File: src/rtl/decode_sched.sv
// decode_sched: 10-way round-robin arbiter with registered active-low one-hot select, binary code and break-before-make release.
// Optional feature: define DECODE_SCHED_PRIO0_EN to give requester 0 absolute priority and preemption rights.
module decode_sched #(
    parameter int MAX_HOLD = 8
) (
    input  logic       clk,
    input  logic       rst_n,
    input  logic [9:0] req,
    input  logic       flush,
    output logic [9:0] sel_n,
    output logic [3:0] code,
    output logic       code_vld,
    output logic       busy
);

    localparam logic [3:0] HOLD_LAST = 4'(MAX_HOLD - 1);

    typedef enum logic [1:0] {
        IDLE    = 2'd0,
        GRANT   = 2'd1,
        RELEASE = 2'd2
    } state_t;

    state_t     state, state_nx;
    logic [3:0] ptr, ptr_nx;
    logic [3:0] hold, hold_nx;
    logic [3:0] code_nx;
    logic [9:0] sel_n_nx;
    logic       code_vld_nx;
    logic       busy_nx;

    logic [3:0] winner;
    logic       found;
    logic [4:0] idx;
    logic [9:0] owner_oh;
    logic       others;
    logic       exit_grant;

    // Round-robin search starts one past the last owner, so the previous owner is tried last.
    always_comb begin
        winner = 4'd0;
        found  = 1'b0;
        idx    = 5'd0;
        for (int i = 1; i <= 10; i++) begin
            idx = {1'b0, ptr} + 5'(i);
            if (idx >= 5'd10) idx = idx - 5'd10;
            if (!found && req[idx[3:0]]) begin
                winner = idx[3:0];
                found  = 1'b1;
            end
        end
`ifdef DECODE_SCHED_PRIO0_EN
        if (req[0]) winner = 4'd0;
`endif
    end

    always_comb begin
        owner_oh   = 10'd1 << code;
        others     = |(req & ~owner_oh);
        exit_grant = !req[code] || flush || ((hold == HOLD_LAST) && others);
`ifdef DECODE_SCHED_PRIO0_EN
        if (req[0] && (code != 4'd0)) exit_grant = 1'b1;
`endif
    end

    always_comb begin
        state_nx    = state;
        ptr_nx      = ptr;
        hold_nx     = hold;
        code_nx     = code;
        sel_n_nx    = sel_n;
        code_vld_nx = code_vld;
        busy_nx     = busy;
        case (state)
            IDLE: begin
                if (|req) begin
                    state_nx    = GRANT;
                    ptr_nx      = winner;
                    hold_nx     = 4'd0;
                    code_nx     = winner;
                    sel_n_nx    = ~(10'd1 << winner);
                    code_vld_nx = 1'b1;
                    busy_nx     = 1'b1;
                end
            end
            GRANT: begin
                if (exit_grant) begin
                    state_nx    = RELEASE;
                    hold_nx     = 4'd0;
                    sel_n_nx    = 10'h3FF;
                    code_vld_nx = 1'b0;
                end else if (hold != HOLD_LAST) begin
                    hold_nx = hold + 4'd1;
                end
            end
            RELEASE: begin
                state_nx = IDLE;
                busy_nx  = 1'b0;
            end
            default: begin
                state_nx    = IDLE;
                sel_n_nx    = 10'h3FF;
                code_vld_nx = 1'b0;
                busy_nx     = 1'b0;
            end
        endcase
    end

    // Pointer resets to 9 so the very first search begins at requester 0.
    always_ff @(posedge clk or negedge rst_n) begin
        if (!rst_n) begin
            state    <= IDLE;
            ptr      <= 4'd9;
            hold     <= 4'd0;
            code     <= 4'd0;
            sel_n    <= 10'h3FF;
            code_vld <= 1'b0;
            busy     <= 1'b0;
        end else begin
            state    <= state_nx;
            ptr      <= ptr_nx;
            hold     <= hold_nx;
            code     <= code_nx;
            sel_n    <= sel_n_nx;
            code_vld <= code_vld_nx;
            busy     <= busy_nx;
        end
    end

endmodule

File: config.mk
export PLATFORM = sky130hd
export DESIGN_NAME = decode_sched
export DESIGN_NICKNAME = d
export VERILOG_FILES = /design/src/rtl/decode_sched.sv
export SDC_FILE = /design/constraint.sdc
export NUM_CORES = 1
export LEC_CHECK = 0
export CAP_MARGIN = 20
export CORE_ASPECT_RATIO = 0.8
export CORE_MARGIN = 3
export CORE_UTILIZATION = 40
export DETAILED_ROUTE_END_ITERATION = 10
export GPL_ROUTABILITY_DRIVEN = 0
export GPL_TIMING_DRIVEN = 0
export PLACE_DENSITY = 0.6
export SETUP_SLACK_MARGIN = 0.1
export SLEW_MARGIN = 10
export SYNTH_ARGS = -nofsm -noshare
export SYNTH_HDL_FRONTEND = slang
export SYNTH_SLANG_ARGS = --single-unit
export TNS_END_PERCENT = 20
File: constraint.sdc
create_clock -name clk -period 5.2 [get_ports clk]
set_input_delay 1.04 -clock clk [delete_from_list [all_inputs] [get_ports clk]]
set_output_delay 1.04 -clock clk [all_outputs]
set_load 0.03 [all_outputs]
; ---- After elaboration in Yosys (flattened, before gate mapping)
; Index checks and enable logic that the tools add are counted.
[totals]
regBits = 26
input_bits = 13
[classes]
n_addsub = 21
n_lt_le_gt_ge = 21
eq_ne = 7
shift = 2
n_mux = 65
bitwise_logic = 5
n_reduce_logical = 31
[op_table]
columns = operator, n
row1 = 4-bit 2-to-1 mux, 23
row2 = "4-bit by 5-bit < comparator with 1-bit output, second input constant", 11
row3 = "5-bit by 4-bit greater-or-equal comparator with 1-bit output, second input constant", 10
row4 = 1-bit binary-select mux with 4-bit select, 11
row5 = "4-bit subtractor, second input constant", 10
row6 = 10-bit one-hot mux with 3 select lines, 1
row7 = 1-bit 2-to-1 mux, 22
row8 = "4-bit by 3-bit adder with 5-bit output, second input constant", 4
row9 = 10-bit 2-to-1 mux, 2
row10 = 10-bit inverter, 2
row11 = 10-bit OR reduction, 2
row12 = "1-bit by 4-bit left shift with 10-bit output, first input constant", 2
row13 = "4-bit by 4-bit adder with 5-bit output, second input constant", 3
row14 = "4-bit by 2-bit adder with 5-bit output, second input constant", 2
row15 = 10-bit AND, 1
row16 = 1-bit logical AND, 10
row17 = 1-bit zero test, 10
row18 = 4-bit one-hot mux with 2 select lines, 1
row19 = 2-bit AND reduction, 3
row20 = 3-bit AND reduction, 2
row21 = "4-bit by 1-bit adder with 5-bit output, second input constant", 1
row22 = "4-bit by 1-bit adder with 4-bit output, second input constant", 1
row23 = "4-bit by 3-bit equality test with 1-bit output, second input constant", 1
row24 = 2-bit 2-to-1 mux, 2
row25 = 12 further kinds, 15

; ---- Depth between registers and ports, before layout
[depth]
depth_word = 37
mapped_depth = 18
ltp_nobuf = 14

; ---- Worst setup path after synthesis
; No wires, ideal clock.
[synth_path]
path_type = reg2reg
startpoint = register ptr[0]
endpoint = register sel_n[0]
arrival_ns = 4.123
path_slack_ns = 0.994
stages_incl_launch_ff = 17
n_path_buf = 3
period_less_slack_ns = 4.206
path_cell_list = dfstp_2 -> buf_6 -> buf_2 -> inv_1 -> ha_1 -> inv_1 -> clkbuf_1 -> ha_1 -> nor2b_1 -> a22oi_2 -> xnor2_1 -> mux2i_1 -> a221oi_2 -> and3_1 -> o211a_1 -> o311a_4 -> a41oi_1
[synth_via]
elab_chain_cells = 37
[synth_rtl]
columns = element, line_no
row1 = start: declaration, 25  ; logic [3:0] ptr, ptr_nx;
row2 = start signal: assignment, 121  ; ptr <= ptr_nx;
row3 = 4-bit by 1-bit adder with 5-bit output, 45  ; idx = {1'b0, ptr} + 5'(i);
row4 = 4-bit subtractor / 5-bit by 4-bit greater-or-equal comparator with 1-bit output (equally long branches), 46  ; if (idx >= 5'd10) idx = idx - 5'd10;
row5 = 4-bit 2-to-1 mux, 46
row6 = 1-bit binary-select mux with 4-bit select, 47  ; if (!found && req[idx[3:0]]) begin
row7 = 1-bit 2-to-1 mux (implied by the code), 47
row8 = 1-bit 2-to-1 mux, 47
row9 = 1-bit zero test, 47
row10 = 1-bit logical AND, 47
row11 = [21 not listed], n/a
row12 = 1-bit 2-to-1 mux, 47
row13 = 1-bit zero test, 47
row14 = 1-bit logical AND, 47
row15 = 4-bit 2-to-1 mux (*), 47
row16 = 1-bit by 4-bit left shift with 10-bit output (*), 81  ; sel_n_nx = ~(10'd1 << winner);
row17 = 10-bit inverter (*), 81
row18 = 10-bit 2-to-1 mux (*), 76  ; if (|req) begin
row19 = 10-bit one-hot mux with 3 select lines (*), 74  ; case (state)
row20 = end signal: assignment, 124  ; sel_n <= sel_n_nx;
row21 = end: declaration, 10  ; output logic [9:0] sel_n,
; Every way passes the cells marked *; elsewhere a longest branch is shown, timed or not. The select of a mux whose other input is x is not followed.
; A chain may end at the register's enable or synchronous reset.

; ---- Worst setup path after layout
[layout_path]
startpoint = register code[2]
endpoint = register sel_n[1]
[layout_via]
elab_chain_cells = 8
[layout_rtl]
columns = element, line_no
row1 = start: declaration, 11  ; output logic [3:0] code,
row2 = start signal: assignment, 123  ; code <= code_nx;
row3 = branches (longest 5 deep; another with 1-bit binary-select mux with 4-bit select), n/a
row4 = 1-bit logical OR (*), 60  ; exit_grant = !req[code] || flush || ((hold == HOLD_LAST) && others);
row5 = 2-bit != test (no source line) (*), n/a
row6 = 3-bit AND reduction (no source line) (*), n/a
; Mark *: on every way between the ends. The select of a mux whose other input is x is not followed.

==> results.json <==
{
  "outcome": "complete, no violations",
  "cp_slowest_cell": "dfrtp_1",
  "clk_latency_ps": 260,
  "synth_edf_count": 0,
  "crit_required_ps": 5360,
  "min_path_cells": 2,
  "core_area_sq_um": 9970,
  "fin_crit_sh": 0.9135,
  "cts_tree": "done",
  "nFillCells": 978,
  "rsz0062_at_grt": "false",
  "hold_viol_final": 0,
  "slew_headroom": 0.4672,
  "globalRouteMet1Util": 0.3357,
  "die_h_um": 97.96,
  "ys.warnings.count": 0,
  "final_cells": 682,
  "crit_path_cell_trace": "buf_6, inv_1, ha_1, or3_1, a221o_1, mux2_4, mux2i_1, a221o_1, buf_4, nor2b_1, nand4_4, o221ai_1, and3_1, buf_6, a41oi_1",
  "synth-seq-area-share": 0.1456,
  "worstPathBufferInverterCount": 4,
  "start_util": 0.4241,
  "syn_nets": 553,
  "synth_ff_type": "dfstp_2",
  "drtAntennaViolNets": 0,
  "grt-ovfl-total": 0,
  "grt_use_met2": 0.3202,
  "dieArea_sq_um": 11850,
  "cts_setup_buffers": 0,
  "ioPinCount": 29,
  "synthTopCellsByArea": "dfstp_2 7.5%, dfrtp_1 7.1%, mux2i_1 6.9%",
  "synth_cell_types": 100,
  "wl_per_cell_um": 19.28,
  "h-tree-depth": 1,
  "die_w_um": 120.9,
  "grt_pass1_vias": 3909,
  "finalCriticalPeriod_ps": 4750,
  "syn_to_final_growth_pct": 13.85,
  "syn-instance-count": 516,
  "grt_pass1_wl_um": 20930,
  "avgViaCountPerCell": 6.340,
  "cp_max_fo": 14,
  "drt-total-wl_um": 13150,
  "grt_max_degree": 25,
  "synth.largest_area_cell": "dfstp_2",
  "drive_above_1_share": 0.1740,
  "post-route-util": 0.4828,
  "criticalPathCategory": "flop to flop",
  "n_antenna_cell": 0,
  "fin_tns_setup_ps": 0,
  "slowest_delay_ps": 820,
  "dp_hpwl_um": 10300,
  "setup_violations": 0,
  "worst_ep_arrival_time_ps": 4910,
  "dp_slack_ps": 10.08,
  "port_buffers": 26,
  "netlist_area_sq_um": 4228,
  "remaining_drc_errors": 0,
  "layout.nets": 584,
  "clockRootBuffer": "clkbuf_16",
  "crit_family": "simple AND/OR/NAND/NOR gates",
  "synth.avg_cell_area_sq_um": 8.193,
  "antenna_found_initial": 0,
  "synth_top_area_share": 0.07458,
  "rows": 32,
  "worstHoldPathType": "flop to flop",
  "cap_violations": 0,
  "grt.total_usage": 0.2156,
  "clock_sinks": 24,
  "dr.pass1.iters": 5,
  "critical_path.startpoint_type": "flop",
  "cp_num_cells": 15,
  "drt_iter0_drc": 492,
  "most-common-layout-cells": "39 x nand2_1, 39 x nor2_1, 37 x a21oi_1",
  "vias": 4324,
  "synth_seq_cells": 24,
  "grtUsageMet3": 0.02606,
  "worstMarginPinSlew_ps": 777.0,
  "fin_ws_ps": 449.8,
  "synthArstFlopShare": 1.000,
  "clock_path_buffers": 2,
  "path_clk_slew_ps": 60,
  "skew_ps": 1.260,
  "numCtsBuffers": 3,
  "reg2reg_depth": 15,
  "maxSlewViolCount": 0,
  "top_usage_layer": "met1",
  "cp-end-kind": "flop",
  "dp.cells": 678,
  "max_freq_mhz": 210.5
}
[cell type report]
type / instances / area (sq um) / share of cell area
Multi-Input combinational cell: 447 / 3432 / 0.7130
Clock buffer: 4 / 88.84 / 0.01846
Inverter: 17 / 63.81 / 0.01326
Timing Repair Buffer: 27 / 275.3 / 0.05719
Tap cell: 136 / 170.2 / 0.03535
Buffer: 27 / 167.7 / 0.03483
Sequential cell: 24 / 615.6 / 0.1279
[tightest hold or removal path, cell delays in order (launching register included)]
cell and delay, ps:
dfstp_2 370, nor2_1 90, a31oi_1 40
[sequential cells by signal, indices dropped and copies added, names as in the netlist]
name      count
code_vld      1
hold          4
state         2
sel_n        10
busy          1
code          4
ptr           2
[logic make-up (layout without fill, tap and decap cells)]
logic type,count (synthesis),count (layout),synth area share
flip-flops,24,24,0.1456
XOR/XNOR,17,17,0.04943
AND/OR/NAND/NOR,186,186,0.2394
adder cells (fa/ha/maj),24,24,0.07280
buffers and inverters,45,75,0.05534
multiplexers,48,48,0.1326
AO/OA/AOI/OAI,172,172,0.3048
[repair_timing]
item                                    in CTS  in global routing
endpoints found under the setup margin      12                 16
cloned                                       0                  0
resized for setup                            1                 11
hold buffers                                 0                  0
[per-layer routing]
metal	vias up	wire, um
li1	2034	-
met1	2101	6497
met2	174	5668
met3	15	821
met4	0	161
met5	-	0
[per-stage QoR]
step	cell area, sq um	hold WS [ps]
final	4813	499.5
after global placement	4658	499.6
after floorplan	4228	470.3
after CTS	4748	500.6
after global routing	4813	522.1
after detailed placement	4658	491.6
[path summary, 6_finish.rpt]
path,startpoint,end,slack [ps]
setup / recovery,code[2],sel_n[1],450
hold / removal,sel_n[6],sel_n[6],500
setup reg to reg,code[2],sel_n[1],450
hold reg to reg,sel_n[6],sel_n[6],500
max in group asynchronous,rst_n,ptr[3],3640
min in group asynchronous,rst_n,code[2],1050
[Yosys cell counts (8+ instances only)]
library cell	number
nand2_1	39
mux2i_1	29
a21oi_1	37
nand2b_1	18
nand3_1	15
dfstp_2	12
o21ai_0	22
xnor2_1	8
dfrtp_1	12
nor3_1	11
nor2_1	39
inv_1	14
a21o_1	8
mux2_2	11
ha_1	23
clkbuf_1	11
o211ai_1	9
Power is not shown: default switching activity piles up to over one toggle a cycle in this logic, so the estimate is an artifact.
